**src/rtl/risc_v_32_i_pkg.sv**
```systemverilog
// risc_v_32_i_pkg: shared types and constants for the data-memory arbiter
package risc_v_32_i_pkg;
  typedef enum logic {ARB_IDLE, ARB_WAIT_RSP} arb_state_e;
  typedef enum logic {ARB_OWNER_CORE, ARB_OWNER_LOADER} arb_owner_e;
  localparam int DMEM_ARB_MASTERS = 2;
endpackage

```
**src/rtl/dmem_arb_picker.sv**
```systemverilog
// dmem_arb_picker: winner select; DMEM_ARBITER_ROUND_ROBIN_EN selects round-robin over fixed priority
module dmem_arb_picker
  import risc_v_32_i_pkg::*;
(
  input  logic [DMEM_ARB_MASTERS-1:0] req_i,
  input  logic                        last_i,
  output logic                        winner_o
);
`ifdef DMEM_ARBITER_ROUND_ROBIN_EN
  // on a tie the master that did not win last time goes first
  always_comb winner_o = &req_i ? ~last_i : req_i[1];
`else
  logic unused_last;
  assign unused_last = last_i;
  // core wins any tie; loader only wins when it requests alone
  always_comb winner_o = req_i[1] & ~req_i[0];
`endif
endmodule

```
**src/rtl/dmem_arbiter.sv**
```systemverilog
// dmem_arbiter: two-master data-memory port arbiter with response routing and timeout abort (DMEM_ARBITER_ROUND_ROBIN_EN)
module dmem_arbiter
  import risc_v_32_i_pkg::*;
#(
  parameter int XLEN           = 32,
  parameter int TIMEOUT_CYCLES = 16,
  parameter int TMO_W          = $clog2(TIMEOUT_CYCLES + 1)
) (
  input  logic                                 clk_i,
  input  logic                                 reset_i,
  input  logic [DMEM_ARB_MASTERS-1:0]          m_req_i,
  input  logic [DMEM_ARB_MASTERS-1:0]          m_we_i,
  input  logic [DMEM_ARB_MASTERS*XLEN-1:0]     m_addr_i,
  input  logic [DMEM_ARB_MASTERS*XLEN-1:0]     m_wdata_i,
  input  logic [DMEM_ARB_MASTERS*4-1:0]        m_strobe_i,
  output logic [DMEM_ARB_MASTERS-1:0]          m_gnt_o,
  output logic [DMEM_ARB_MASTERS-1:0]          m_rvalid_o,
  output logic [XLEN-1:0]                      m_rdata_o,
  output logic                                 m_err_o,
  output logic                                 s_req_o,
  output logic                                 s_we_o,
  output logic [XLEN-1:0]                      s_addr_o,
  output logic [XLEN-1:0]                      s_wdata_o,
  output logic [3:0]                           s_strobe_o,
  input  logic                                 s_gnt_i,
  input  logic                                 s_rvalid_i,
  input  logic [XLEN-1:0]                      s_rdata_i
);
  arb_state_e       state_q, state_d;
  arb_owner_e       owner_q, owner_d;
  logic [TMO_W-1:0] cnt_q, cnt_d;
  logic             last_q, last_d;
  logic             winner;
  logic [1:0]       owner_oh;

  dmem_arb_picker u_picker (
    .req_i   (m_req_i),
    .last_i  (last_q),
    .winner_o(winner)
  );

  assign owner_oh = owner_q == ARB_OWNER_LOADER ? 2'b10 : 2'b01;

  // next state and outputs; everything is forced low while reset is asserted
  always_comb begin
    state_d    = state_q;
    owner_d    = owner_q;
    cnt_d      = cnt_q;
    last_d     = last_q;
    m_gnt_o    = '0;
    m_rvalid_o = '0;
    m_rdata_o  = '0;
    m_err_o    = 1'b0;
    s_req_o    = 1'b0;
    s_we_o     = 1'b0;
    s_addr_o   = '0;
    s_wdata_o  = '0;
    s_strobe_o = '0;
    if (!reset_i && state_q == ARB_IDLE && |m_req_i) begin
      s_req_o    = 1'b1;
      s_we_o     = m_we_i[winner];
      s_addr_o   = winner ? m_addr_i[2*XLEN-1:XLEN] : m_addr_i[XLEN-1:0];
      s_wdata_o  = winner ? m_wdata_i[2*XLEN-1:XLEN] : m_wdata_i[XLEN-1:0];
      s_strobe_o = winner ? m_strobe_i[7:4] : m_strobe_i[3:0];
      if (s_gnt_i) begin
        m_gnt_o[winner] = 1'b1;
        owner_d         = arb_owner_e'(winner);
        last_d          = winner;
        cnt_d           = '0;
        state_d         = ARB_WAIT_RSP;
      end
    end else if (!reset_i && state_q == ARB_WAIT_RSP) begin
      if (s_rvalid_i) begin
        m_rvalid_o = owner_oh;
        m_rdata_o  = s_rdata_i;
        state_d    = ARB_IDLE;
      end else if (cnt_q == TMO_W'(TIMEOUT_CYCLES - 1)) begin
        m_rvalid_o = owner_oh;
        m_err_o    = 1'b1;
        state_d    = ARB_IDLE;
      end else begin
        cnt_d = cnt_q + 1'b1;
      end
    end
  end

  // state registers
  always_ff @(posedge clk_i) begin
    if (reset_i) begin
      state_q <= ARB_IDLE;
      owner_q <= ARB_OWNER_CORE;
      cnt_q   <= '0;
      last_q  <= 1'b1;
    end else begin
      state_q <= state_d;
      owner_q <= owner_d;
      cnt_q   <= cnt_d;
      last_q  <= last_d;
    end
  end
endmodule

```
**config.mk**
```make
export PLATFORM = sky130hd
export DESIGN_NAME = dmem_arbiter
export DESIGN_NICKNAME = d
export VERILOG_FILES = /design/src/rtl/risc_v_32_i_pkg.sv /design/src/rtl/dmem_arb_picker.sv /design/src/rtl/dmem_arbiter.sv
export SDC_FILE = /design/constraint.sdc
export NUM_CORES = 1
export LEC_CHECK = 0
export ABC_CLOCK_PERIOD_IN_PS = 2200
export BUFFER_PORTS_ARGS = -buffer_cell sky130_fd_sc_hd__buf_2
export CAP_MARGIN = 30
export CORE_AREA = 5 5 106 108
export DETAILED_ROUTE_END_ITERATION = 6
export DIE_AREA = 0 0 111 113
export PLACE_DENSITY = 0.62
export SYNTH_ARGS = -nofsm -noshare
export SYNTH_HDL_FRONTEND = slang
export SYNTH_SLANG_ARGS = --single-unit
```
**constraint.sdc**
```tcl
create_clock -name clk_i -period 2.2 [get_ports clk_i]
set_input_delay 0.11 -clock clk_i [delete_from_list [all_inputs] [get_ports clk_i]]
set_output_delay 0.11 -clock clk_i [all_outputs]
set_load 0.01 [all_outputs]
```
==> metrics.md <==
| Metric | Value |
|---|---|
| Outcome | complete, no violations |
| R2r worst-path depth | 7 |
| Top cells by area, synth | o22ai_1 30%, nor2_1 20%, and3_1 15%, dfxtp_1 9.8%, clkbuf_1 4.2% |
| Unique masters post-synth | 26 |
| Nets | 691 |
| Comb power frac | 64.1% |
| Commonest non-fill, non-tap cells in the layout | 282 x buf_2, 75 x nor2_1, 69 x o22ai_1 |
| HP Class | primary input to flip-flop |
| Skew-Pair Late Insertion Delay | 0.23 ns |
| Largest net degree at the start of global routing | 44 |
| Setup violators final | 0 |
| WHS | 0.1813 ns |
| Mapped Area | 1434 um2 |
| DRC viols | 0 |
| Syn_nets | 426 |
| WS Path Type | flip-flop to flip-flop |
| Non-Filler Instances | 648 |
| Num rows | 37 |
| Fin crit share | 81.22% |
| CTS tree | built |
| Share of layout cells above drive strength 1 | 58.59% |
| Most common cell on crit path | ha_1 |
| Clock sink total | 7 |
| Vias in the first global route | 2,737 |
| Crit path max fanout | 5 |
| Maximum vdd drop | 0.0001557 V |
| PortBufs | 282 |
| Syn_area_per_cell | 5.782 um2 |
| CP max stage delay | 0.35 ns |
| H-tree depth | 1 |
| Wire length per cell | 13.80 um |
| Via/cell ratio | 4.481 |
| P_int | 0.5318 mW |
| Half-perimeter wire length after placement | 7596 um |
| Pwr/cell area | 296.6 nW/um2 |
| Num ports | 283 |
| Die Width | 111 um |
| Grt ovf | 0 |
| Die height | 113 um |
| Final Max Tran Viols | 0 |
| DR iter-0 viols | 142 |
| Area Growth Syn to Fin | 109.1% |
| Detailed-route wire length | 8943 um |
| Seq/Total Area, Yosys | 9.773% |
| Synth area leader | o22ai_1 |
| DR pass1 iterations | 4 |
| Startpoint types | flip-flop |
| First-pass GRT wire length | 13,080 um |
| Placed insts | 644 |
| Sw power | 0.3575 mW |
| Clock share of power | 20.8% |
| Hold Fails Final Rpt | 0 |
| Total CTS buffers | 3 |
| All-Layer GR Usage | 12.52% |
| Number of synthesized register bits | 7 |
| WHS Path Cells | 2 |
| Slew margin rel. | 39.80% |
| Clock slew at reported path FFs | 0.04 ns |
| Synth top area share | 30.10% |
| RePlAce Congestion | 0.9103 |
| Crit-path cells | ha_1, and3_1, ha_1, nor2_1, and2_4, a41oi_2, a311oi_2 |
| F_max | 559.6 MHz |
| Yosys warning total | 0 |
| Most common cell after layout, fill and taps aside | buf_2 |
| Crit path time final | 1.787 ns |
| Cts repair resizes | 0 |
| WP data arrival | 1.92 ns |
| Die ar. | 12,540 um2 |
| Max-capacitance violation count | 0 |
| RSZ-0062 raised after global routing | no |
| Slowest cell on crit path | dfxtp_1 |
| Overall power | 0.8893 mW |
| Number of diodes | 0 |
| Detail Route Antenna Nets | 0 |
| Syn Inst Count | 248 |
| CP endpoint kind | flip-flop |
| CTS Hold Bufs | 0 |
| Sw frac | 40.20% |
| Sequential power share | 15.2% |
| CP delay by family, top | simple AND/OR/NAND/NOR gates |
| Finished Core Util | 29.57% |
| Clk root buf | clkbuf_8 |
| Critical path depth | 7 |
| Worst-Margin Slew | 0.8995 ns |
| CP bufs+invs | 0 |
| CTS Buffer Depth | 2 |
| Via count | 2,904 |
| Critical Path RT | 2.33 ns |
| Starting density of the core | 14.14% |
| Worst Skew | 0.005999 ns |
| Total negative setup slack | 0 ns |
| Static leakage | 1.880 nW |
| Initial antenna violation count | 0 |
| Setup bufs post-CTS | 0 |
| Core Region | 10,140 um2 |
==> per-stage QoR <==
stage               setup WS (ns)  cell area (um2)
floorplan                  0.5875             1434
global placement           0.5060             2953
detailed placement         0.4201             2953
CTS                        0.4031             2998
global route               0.2813             2998
finish                     0.4132             2998
==> metal layers <==
| metal | vias to the layer above | track usage, % | wire length, um |
|---|---|---|---|
| li1 | 1437 | - | - |
| met1 | 1262 | 13.77 | 3392 |
| met5 | - | 0 | 0 |
| met4 | 0 | 4.680 | 231 |
| met2 | 193 | 22.53 | 4387 |
| met3 | 12 | 4.011 | 931 |
==> kinds of logic (layout without fill, tap and decap cells) <==
family | after synthesis | after routing | share of synthesized area (%)
compound gates | 80 | 80 | 36.21
fa+ha+maj | 2 | 2 | 1.745
buf+inv | 34 | 298 | 10.91
flops | 7 | 7 | 9.773
mux | 1 | 1 | 0.6981
simple gates | 124 | 124 | 40.66
==> layout make-up <==
class,count,area (um2)
fillers,1116,7141
repair buffers,289,1476
multi-input cells,207,1147
well taps,136,170.2
flip-flops and latches,7,140.1
clock buffers,4,45.04
inverters,5,18.77
==> power by group through the flow <==
stage          Combinational (mW)  Clock, mW  Sequential, mW
3_5_place_dp                0.573          0           0.137
4_1_cts                     0.576      0.191           0.135
5_1_grt                     0.626      0.204           0.135
2_1_floorplan               0.271          0           0.136
3_3_place_gp                0.566          0           0.137
6_report                    0.570      0.185           0.135
==> cells in the mapped netlist (all sizes together) <==
master and count:
nand3b 1, buf 13, nor2 75, a41oi 1, mux2i 1, nand2b 1
o21a 1, dfxtp 7, clkbuf 16, o22ai 69, nor2b 2, a211oi 2
ha 2, nand2 6, and3 34, nand3 3, inv 5, a21oi 4
o21ai 2, a311oi 1, and3b 1, and2 1
==> worst paths after layout <==
check / startpoint / end / slack (ns)
max: cnt_q[0] / cnt_q[3] / 0.41
min: m_req_i[0] / owner_q / 0.18
min reg2reg: cnt_q[4] / cnt_q[4] / 0.48
max reg2reg: cnt_q[0] / cnt_q[3] / 0.41
==> registers in the layout (all words and copies together) (netlist names) <==
| name | count |
|---|---|
| cnt_q | 5 |
| owner_q | 1 |
| state_q | 1 |
No activity file was read; power rests on OpenSTA's default activity.
